[src/rtl/multiplier_datapath_taint_word.sv]
// multiplier_datapath_taint_word: shift-add multiplier datapath with word-level taint tracking
module multiplier_datapath_taint_word #(
  parameter int WIDTH = 4
) (
  input  logic               clk,
  input  logic               rst,
  input  logic [WIDTH-1:0]   multiplicand_in,
  input  logic               multiplicand_in_t,
  input  logic [WIDTH-1:0]   multiplier_in,
  input  logic               multiplier_in_t,
  input  logic               mdld,
  input  logic               mdld_t,
  input  logic               mrld,
  input  logic               mrld_t,
  input  logic               rsclear,
  input  logic               rsclear_t,
  input  logic               rsload,
  input  logic               rsload_t,
  input  logic               rsshr,
  input  logic               rsshr_t,
  input  logic               product_done,
  input  logic               product_done_t,
  output logic [WIDTH-1:0]   multiplier_reg,
  output logic               multiplier_reg_t,
  output logic [2*WIDTH-1:0] product,
  output logic               product_t,
  output logic               product_valid
);
  logic [WIDTH-1:0] md, mr;
  logic md_t, mr_t;
  logic [2*WIDTH:0] rs, rs_next;
  logic rs_t, rs_t_next;
  logic [WIDTH:0] sum;
  assign multiplier_reg = mr;
  assign multiplier_reg_t = mr_t;
  // next running sum: clear beats add beats shift; every strobe taint still taints rs
  always_comb begin
    sum = {1'b0, rs[2*WIDTH-1:WIDTH]} + {1'b0, md};
    rs_next = rsclear ? '0 : rsload ? {sum, rs[WIDTH-1:0]} : rsshr ? rs >> 1 : rs;
    rs_t_next = rsclear_t | rsload_t | rsshr_t | (rsclear ? 1'b0 : rsload ? (rs_t | md_t) : rs_t);
  end
  // operand registers, running sum and post-operation product capture
  always_ff @(posedge clk) begin
    if (rst) begin
      md <= '0;
      md_t <= 1'b0;
      mr <= '0;
      mr_t <= 1'b0;
      rs <= '0;
      rs_t <= 1'b0;
      product <= '0;
      product_t <= 1'b0;
      product_valid <= 1'b0;
    end else begin
      if (mdld) md <= multiplicand_in;
      md_t <= mdld_t | (mdld ? multiplicand_in_t : md_t);
      if (mrld) mr <= multiplier_in;
      mr_t <= mrld_t | (mrld ? multiplier_in_t : mr_t);
      rs <= rs_next;
      rs_t <= rs_t_next;
      if (product_done) product <= rs_next[2*WIDTH-1:0];
      product_t <= product_done_t | (product_done ? rs_t_next : product_t);
      product_valid <= product_done;
    end
  end
endmodule

[config.mk]
export PLATFORM = sky130hd
export DESIGN_NAME = multiplier_datapath_taint_word
export DESIGN_NICKNAME = d
export VERILOG_FILES = /design/src/rtl/multiplier_datapath_taint_word.sv
export SDC_FILE = /design/constraint.sdc
export NUM_CORES = 1
export LEC_CHECK = 0
export ABC_AREA = 1
export CAP_MARGIN = 20
export CORE_MARGIN = 2
export CORE_UTILIZATION = 45
export CTS_CLUSTER_SIZE = 10
export DETAILED_ROUTE_END_ITERATION = 6
export GPL_TIMING_DRIVEN = 0
export PLACE_DENSITY = 0.82
export SYNTH_ARGS = -nofsm -noshare
export SYNTH_HDL_FRONTEND = slang
export SYNTH_SLANG_ARGS = --single-unit
[constraint.sdc]
create_clock -name clk -period 1.7 [get_ports clk]
set_input_delay 0.51 -clock clk [delete_from_list [all_inputs] [get_ports clk]]
set_output_delay 0.51 -clock clk [all_outputs]
set_load 0.02 [all_outputs]
* After elaboration in Yosys (flattened, before gate mapping)
Cells that the tools add are included.
** Word-level totals
- Bits in registers :: 30
- Output and inout bits :: 15
- Word-level logic and storage cells :: 28
** Operators by class
- Add/subtract/negate cells :: 1
- Multiplexer cells :: 8
- Bitwise gates (word level) :: 7
- Reductions and logical operators :: 2
** Operator list (number)
- two-way mux 9 bit :: 2
- two-way mux 8 bit :: 1
- OR 1 bit :: 7
- adder 4 x 4 -> 5 bit :: 1
- two-way mux 1 bit :: 5
- nonzero test 2 bit :: 1
- OR reduction 2 bit :: 1

* Longest topological paths before layout
Gate-level depths: netlist of run 1.
- Depth in word-level cells :: 6
- Gate-level depth with buffers :: 9
- Mapped depth without buffers :: 9

* Least setup slack after synthesis of run 1
OpenSTA, ideal clock, no wires.
- Path kind :: register to register
- Start point :: register md[0]
- End point :: register product[5]
- Setup time :: 70 ps
- Arrival :: 1322 ps
- Data required time :: 1630 ps
- Path slack :: 309 ps
- Cell stages (with the launch flop) :: 7
- Buffers on the path :: 0
- Cells stage by stage :: dfxtp_1 > ha_1 > inv_1 > fa_1 > a21oi_1 > o221ai_1 > a21oi_1
** Between the ends
- Word-level cells in the longest chain between the ends :: 3
** Ends and longest elaborated chain
- from (decl) :: line 29 : logic [WIDTH-1:0] md, mr;
- from (signal assigned) :: line 55 : if (mdld) md <= multiplicand_in;
- adder 4 x 4 -> 5 bit :: line 38 : sum = {1'b0, rs[2*WIDTH-1:WIDTH]} + {1'b0, md};
- two-way mux 9 bit :: line 39 : rs_next = rsclear ? '0 : rsload ? {sum, rs[WIDTH-1:0]} : rsshr ? rs >> 1 : rs;
- two-way mux 8 bit :: line 39
- to (signal assigned) :: line 61 : if (product_done) product <= rs_next[2*WIDTH-1:0];
- to (decl) :: line 25 : output logic [2*WIDTH-1:0] product,
Every way passes these cells.
A chain may end at the register's enable or synchronous reset.

* Final worst setup path of run 1
Ends and elaborated chain as after synthesis.

==> results of run 1 <==
==> what timing repair did <==
action | in CTS | in global routing
gates resized for setup | 15 | 0
setup endpoints to repair | 15 | 0
hold buffers | 0 | 0
setup buffers | 0 | 0
==> where the power goes <==
group          internal (mW)  leakage (nW)  switching (mW)
combinational          0.115         0.530           0.132
sequential             0.742         0.248          0.0187
clock                  0.200        0.0353           0.239
total                   1.06         0.813           0.390
==> layout make-up <==
class / instances / area, um2 / share of cell area
Sequential cell: 30 / 601 / 0.349
Timing Repair Buffer: 37 / 352 / 0.204
Clock inverter: 1 / 5.00 / 0.00291
Tap cell: 31 / 38.8 / 0.0225
Inverter: 21 / 81.3 / 0.0472
Buffer: 4 / 26.3 / 0.0153
Clock buffer: 7 / 55.1 / 0.0320
Multi-Input combinational cell: 104 / 563 / 0.327
==> Yosys cell counts (all sizes together) (2+ instances only) <==
cell and n:
a21oi 15, mux2 2, inv 21, o211ai 2, nand3 8, or2 2
dfxtp 30, nand2 17, buf 4, nor2 28, o221ai 2, ha 4
o21ai 21
==> layout by cell type (no fill, tap or decap) <==
cell type,n
nand2_1,16
nor2_4,1
nand2_4,1
or2_1,2
xor2_1,1
dfxtp_1,30
nor3_1,1
fa_1,1
nand3_2,1
clkbuf_1,1
nand3_1,7
o21ai_1,1
o211ai_1,2
inv_4,1
o221ai_1,2
ha_1,4
o21ai_0,20
buf_2,3
clkbuf_8,1
a21oi_1,15
nor2_1,26
nor2_2,1
inv_1,18
mux2_2,2
clkbuf_4,5
dlygate4sd2_1,15
clkinv_2,1
buf_6,1
clkdlybuf4s50_1,22
inv_2,2
==> worst min-delay path, delay by kind of cell (launching register included) <==
kind / cells / cell delay (ns)
AOI/OAI and AO/OA: 1 / 0.06
DFF: 1 / 0.32
and+or+nand+nor: 1 / 0.06
==> metrics by stage <==
stage          area, um2  hold slack, ns   util  instances
3_3_place_gp        1680           0.456  0.620        227
2_1_floorplan       1270           0.438      -        159
3_5_place_dp        1680           0.470  0.620        227
5_1_grt             1720           0.506  0.635        235
6_report            1720           0.484  0.635        235
4_1_cts             1720           0.482  0.635        235
==> how the worst min path moves through the flow <==
stage          cells after the start                 end  slack (ns)               start
6_report                           2  rs[8]$_SDFFE_PP0P_        0.48  rs[8]$_SDFFE_PP0P_
5_1_grt                            2  rs[8]$_SDFFE_PP0P_        0.51  rs[8]$_SDFFE_PP0P_
4_1_cts                            2  rs[8]$_SDFFE_PP0P_        0.48  rs[8]$_SDFFE_PP0P_
3_5_place_dp                       2  rs[8]$_SDFFE_PP0P_        0.47  rs[8]$_SDFFE_PP0P_
3_3_place_gp                       2  rs[8]$_SDFFE_PP0P_        0.46  rs[8]$_SDFFE_PP0P_
2_1_floorplan                      2  rs[8]$_SDFFE_PP0P_        0.44  rs[8]$_SDFFE_PP0P_
==> cell families (layout without fill, tap and decap cells) <==
group                      Yosys count  after routing  synth area share
muxes                                2              2            0.0177
DFF                                 30             30             0.472
xor gates and xnor gates             1              1           0.00689
adders and majority gates            5              5            0.0551
buffers and inverters               25             70            0.0846
AOI/OAI and AO/OA                   40             40             0.167
and+or+nand+nor                     56             56             0.196
==> layer usage <==
layer,track usage,up-vias,wire length (um)
li1,-,608,-
met1,0.240,554,1210
met2,0.317,48,1400
met3,0.0590,7,182
met4,0.110,0,68
met5,0,-,0
==> metrics.txt, run 1 <==
outcome complete, no violations; Crit path top cell by count a21oi_1; mean routed wirelength per cell roughly 12 um; Core Area about 2700 um2; power per cell area 840 nW/um2; pre-CTS WS -0.0824 ns; yosys warns 0; root buf cell clkbuf_4; Worst Skew about 0.0052 ns; Initial DRC Count 27; Least-Margin Pin Slew 0.280 ns; Gate Count Post-Synth roughly 160; leak pwr around 0.8 nW; Worst Hold Class reg -> reg; total die area 3270 um2; FF-to-FF End product[5]$_SDFFE_PP0P_; crit path from md[0]$_SDFFE_PP0P_; CTS sink cnt 30; VDD IR max approximately 700 uV; sequential area share after synthesis 0.472; Synth area leader dfxtp_1; layout cell share with drive strength beyond 1 0.0980; port buffer count 37; period utilisation layout 0.936; Synth-to-Final Area Change 35.4%; GRT Total Usage 0.198; buffers and inverters on the worst path 1; drt via density 5.18; endpoint type of the worst setup path flop; slowest CP cell fa_1; Fill cells around 250; post-synth cell types 24; gr ovfl total 0; synthesis-stage register bit count 30; worst-path fanout max 2; Total Wirelength 2860 um; final worst setup slack 0.109 ns; # rows 19; CP startpoint kind flop; f_max around 0.63 GHz; ANT cells 0; TritonCTS clock tree yes; vias in the first global route between 1000 and 1500; # IOs 39; synthesized area per cell approximately 8.0 um2; CP delay by family, top adder cells; share of the synthesized area in the top cell type 0.472; synth top area cells dfxtp_1, o21ai_0, nor2_1; max reg flops 9; first-pass GRT wire length between 5000 and 6000 um; Slew headroom 0.813; R2R Setup Slk approximately 0.11 ns; number of routed nets with antenna violations 0; initial antenna violation count 0; Starting Density 0.469; minimum clock period ~1.6 ns; Setup TNS 0 ns; Worst Setup EP product[5]$_SDFFE_PP0P_; WS Path Type reg -> reg; Main synth FF type dfxtp_1; fin. max-slew vios 0; WP data required slightly below 2 ns; Post-synth EDFFs 0; Worst-path clk slew about 0.090 ns; synthesized area 1270 um2; Post-DP HPWL around 2200 um; die extent in x ~57 um; Largest regs rs (9), product (8); Die H about 57 um; Max clock buf depth 2; Post-layout nets 232; Overall Power 1.45 mW; Largest Register rs; RePlAce Congestion between 0.7 and 0.8; WP data arrival between 1.5 and 2 ns; H-tree level count 2; syn_nets between 150 and 200; vias approximately 1200; largest net degree at the start of global routing 11; Final setup viols 0; reg2reg path depth 6; reg-to-reg startpoint md[0]$_SDFFE_PP0P_; Levels on crit path 6; Largest stage delay, worst path just over 0.4 ns; Max Cap Viol 0; DRC 0; CP cell instances ha_1 > inv_1 > fa_1 > a21oi_1 > o221ai_1 > a21oi_1; RSZ-0062 raised after global routing false; final-report hold violation count 0; drt pass-1 iters 4; Num CTS Buffers 5; clock latency on the worst-skew pair 0.32 ns; fraction of registers with async set/reset 0
Power figures use the tool's default switching activity.
==> run 2: changes to the inputs <==
--- a/config.mk
+++ b/config.mk
@@ -13,6 +13,7 @@
 export DETAILED_ROUTE_END_ITERATION = 6
 export GPL_TIMING_DRIVEN = 0
 export PLACE_DENSITY = 0.82
+export SKIP_CTS_REPAIR_TIMING = 1
 export SYNTH_ARGS = -nofsm -noshare
 export SYNTH_HDL_FRONTEND = slang
 export SYNTH_SLANG_ARGS = --single-unit
==> metrics.txt, run 2 (synthesis gave the netlist of run 1 again) <==
GRT Max-Usage Layer met2; power per cell area 818 nW/um2 (-2.7%); first-pass GRT wire length 5080 um (unchanged); Worst Hold Class reg -> reg; Total Wirelength 2940 um (+2.7%); Num CTS Buffers 5 (unchanged); minimum clock period 1.57 ns (-0.0235 ns); reg2reg path depth 6 (unchanged); endpoint type of the worst setup path flop; Slew headroom 0.824 (+0.0104); Worst-path clk slew 0.09 ns (about the same); Largest Register rs; ANT cells 0 (unchanged); RePlAce Congestion 0.782 (unchanged); most frequent cells in the layout dfxtp_1, nor2_1, clkdlybuf4s50_1; sequential share of power 0.523 (-0.002); die extent in x 57.2 um (unchanged); GRT Total Usage 0.198 (unchanged); number of routed nets with antenna violations 0 (unchanged); vias 1228 (+0.90%); # rows 19 (unchanged); # IOs 39 (unchanged); period utilisation layout 0.922 (-0.0138); Core Area 2710 um2 (unchanged); VDD IR max 693 uV (-0.58%); Int Power 1.07 mW (+1.0%); Least-Margin Pin Slew 0.262 ns (-0.0176 ns); commonest non-fill, non-tap cell in the layout dfxtp_1; sw frac 0.266 (-0.00355); FF-to-FF End product[5]$_SDFFE_PP0P_; outcome complete, no violations; Max Cap Viol 0 (unchanged); worst-path fanout max 2 (unchanged); TritonCTS clock tree yes; met1 Track Usage GR 0.240 (unchanged); Max clock buf depth 2 (unchanged); Clock power frac 0.299 (-0.005); Die H 57.2 um (unchanged); Final setup viols 0 (unchanged); min-delay src rs[8]$_SDFFE_PP0P_; final-report hold violation count 0 (unchanged); largest net degree at the start of global routing 11 (unchanged); WHS Path Cells 2 (unchanged); layout cell share with drive strength beyond 1 0.0980 (unchanged); total die area 3270 um2 (unchanged); initial antenna violation count 0 (unchanged); Hold EP rs[8]$_SDFFE_PP0P_; Post-layout nets 232 (unchanged); RSZ-0062 raised after global routing false; mean routed wirelength per cell 12.5 um (+2.7%); f_max 0.638 GHz (+1.5%); CP startpoint kind flop; gr ovfl total 0 (unchanged); WP data required 1.96 ns (about the same); Largest regs rs (9), product (8); Combinational Power Share 0.178 (+0.007); Starting Density 0.469 (unchanged); CTS sink cnt 30 (unchanged); reg-to-reg startpoint md[0]$_SDFFE_PP0P_; max reg flops 9 (unchanged); WP data arrival 1.82 ns (-0.03 ns); root buf cell clkbuf_4; Fill cells 228 (-9.5%); H-tree level count 2 (unchanged); Synth-to-Final Area Change 39.9%; WS Path Type reg -> reg; drt pass-1 iters 4 (unchanged); vias in the first global route 1206 (unchanged); Overall Power 1.45 mW (+0.53%); Layout Cells excl Fill 235 (unchanged); leak pwr 0.985 nW (+21%); DP Cell Count 227 (unchanged); drt via density 5.23 (+0.90%); R2R Setup Slk 0.13 ns (+0.02 ns); Setup TNS 0 ns (unchanged); fin. max-slew vios 0 (unchanged); Initial DRC Count 32 (+19%); Psw 387 uW (-0.79%); DRC 0 (unchanged); clock latency on the worst-skew pair 0.32 ns (about the same); Worst Skew 0.00611 ns (+0.000938 ns); port buffer count 37 (unchanged); GR Util met2 0.317 (unchanged); Global Route met3 Usage 0.0590 (unchanged); Post-DP HPWL 2210 um (unchanged)
[run 2: cell types whose count changed in the layout (fill, tap and decap cells not counted), sizes merged]
| cell | before | now |
|---|---|---|
| dlymetal6s2s | 0 | 15 |
| dlygate4sd2 | 15 | 0 |
[run 2: final cells by class]
| class | instances | area, um2 | area share |
|---|---|---|---|
| sequential | 30 | 601 | 0.338 |
| clock buffer | 7 | 55.1 | 0.0310 |
| timing repair buffer | 37 | 408 | 0.229 |
| clock inverter | 1 | 5.00 | 0.00281 |
| tap | 31 | 38.8 | 0.0218 |
| inverter | 21 | 81.3 | 0.0457 |
| buffer | 4 | 26.3 | 0.0148 |
| multi-input combinational | 104 | 563 | 0.317 |
[run 2: worst max path at each step]
stage | startpoint | end | slack [ns] | cells after the start
after CTS | product[6]$_SDFFE_PP0P_ | product[6] | -0.11 | 1
after global placement | rsshr | product[6]$_SDFFE_PP0P_ | -0.04 | 8
final | md[0]$_SDFFE_PP0P_ | product[5]$_SDFFE_PP0P_ | 0.13 | 6
after detailed placement | rsshr | product[6]$_SDFFE_PP0P_ | -0.08 | 8
after global routing | md[0]$_SDFFE_PP0P_ | product[5]$_SDFFE_PP0P_ | 0.02 | 6
after floorplan | md[0]$_SDFFE_PP0P_ | product[5]$_SDFFE_PP0P_ | 0.31 | 6
[run 2: power groups by stage]
stage	clock network, mW	logic (mW)	registers, mW
after floorplan	0	0.110	0.800
after global placement	0	0.253	0.776
after detailed placement	0	0.262	0.777
after CTS	0.448	0.263	0.762
after global routing	0.479	0.286	0.766
final	0.435	0.259	0.761
[run 2: metrics by stage]
stage / worst slack [ns] / area, um2 / util / hold WS (ns)
2_1_floorplan: 0.309 / 1270 / - / 0.438
3_3_place_gp: -0.0439 / 1680 / 0.620 / 0.456
3_5_place_dp: -0.0824 / 1680 / 0.620 / 0.470
4_1_cts: -0.112 / 1740 / 0.642 / 0.482
5_1_grt: 0.0165 / 1780 / 0.656 / 0.506
6_report: 0.132 / 1780 / 0.656 / 0.483
[run 2: worst max-delay path, stage by stage, from the launching register on]
cell and delay [ns]:
dfxtp_1 0.32, ha_1 0.20, inv_1 0.07, fa_1 0.41, a21oi_1 0.17, o221ai_1 0.17, a21oi_1 0.16
[run 2: per-layer routing]
layer	wire length [um]	share of wire
met1	1210	0.41
met3	149	0.051
met5	0	0
met4	67	0.023
met2	1510	0.51
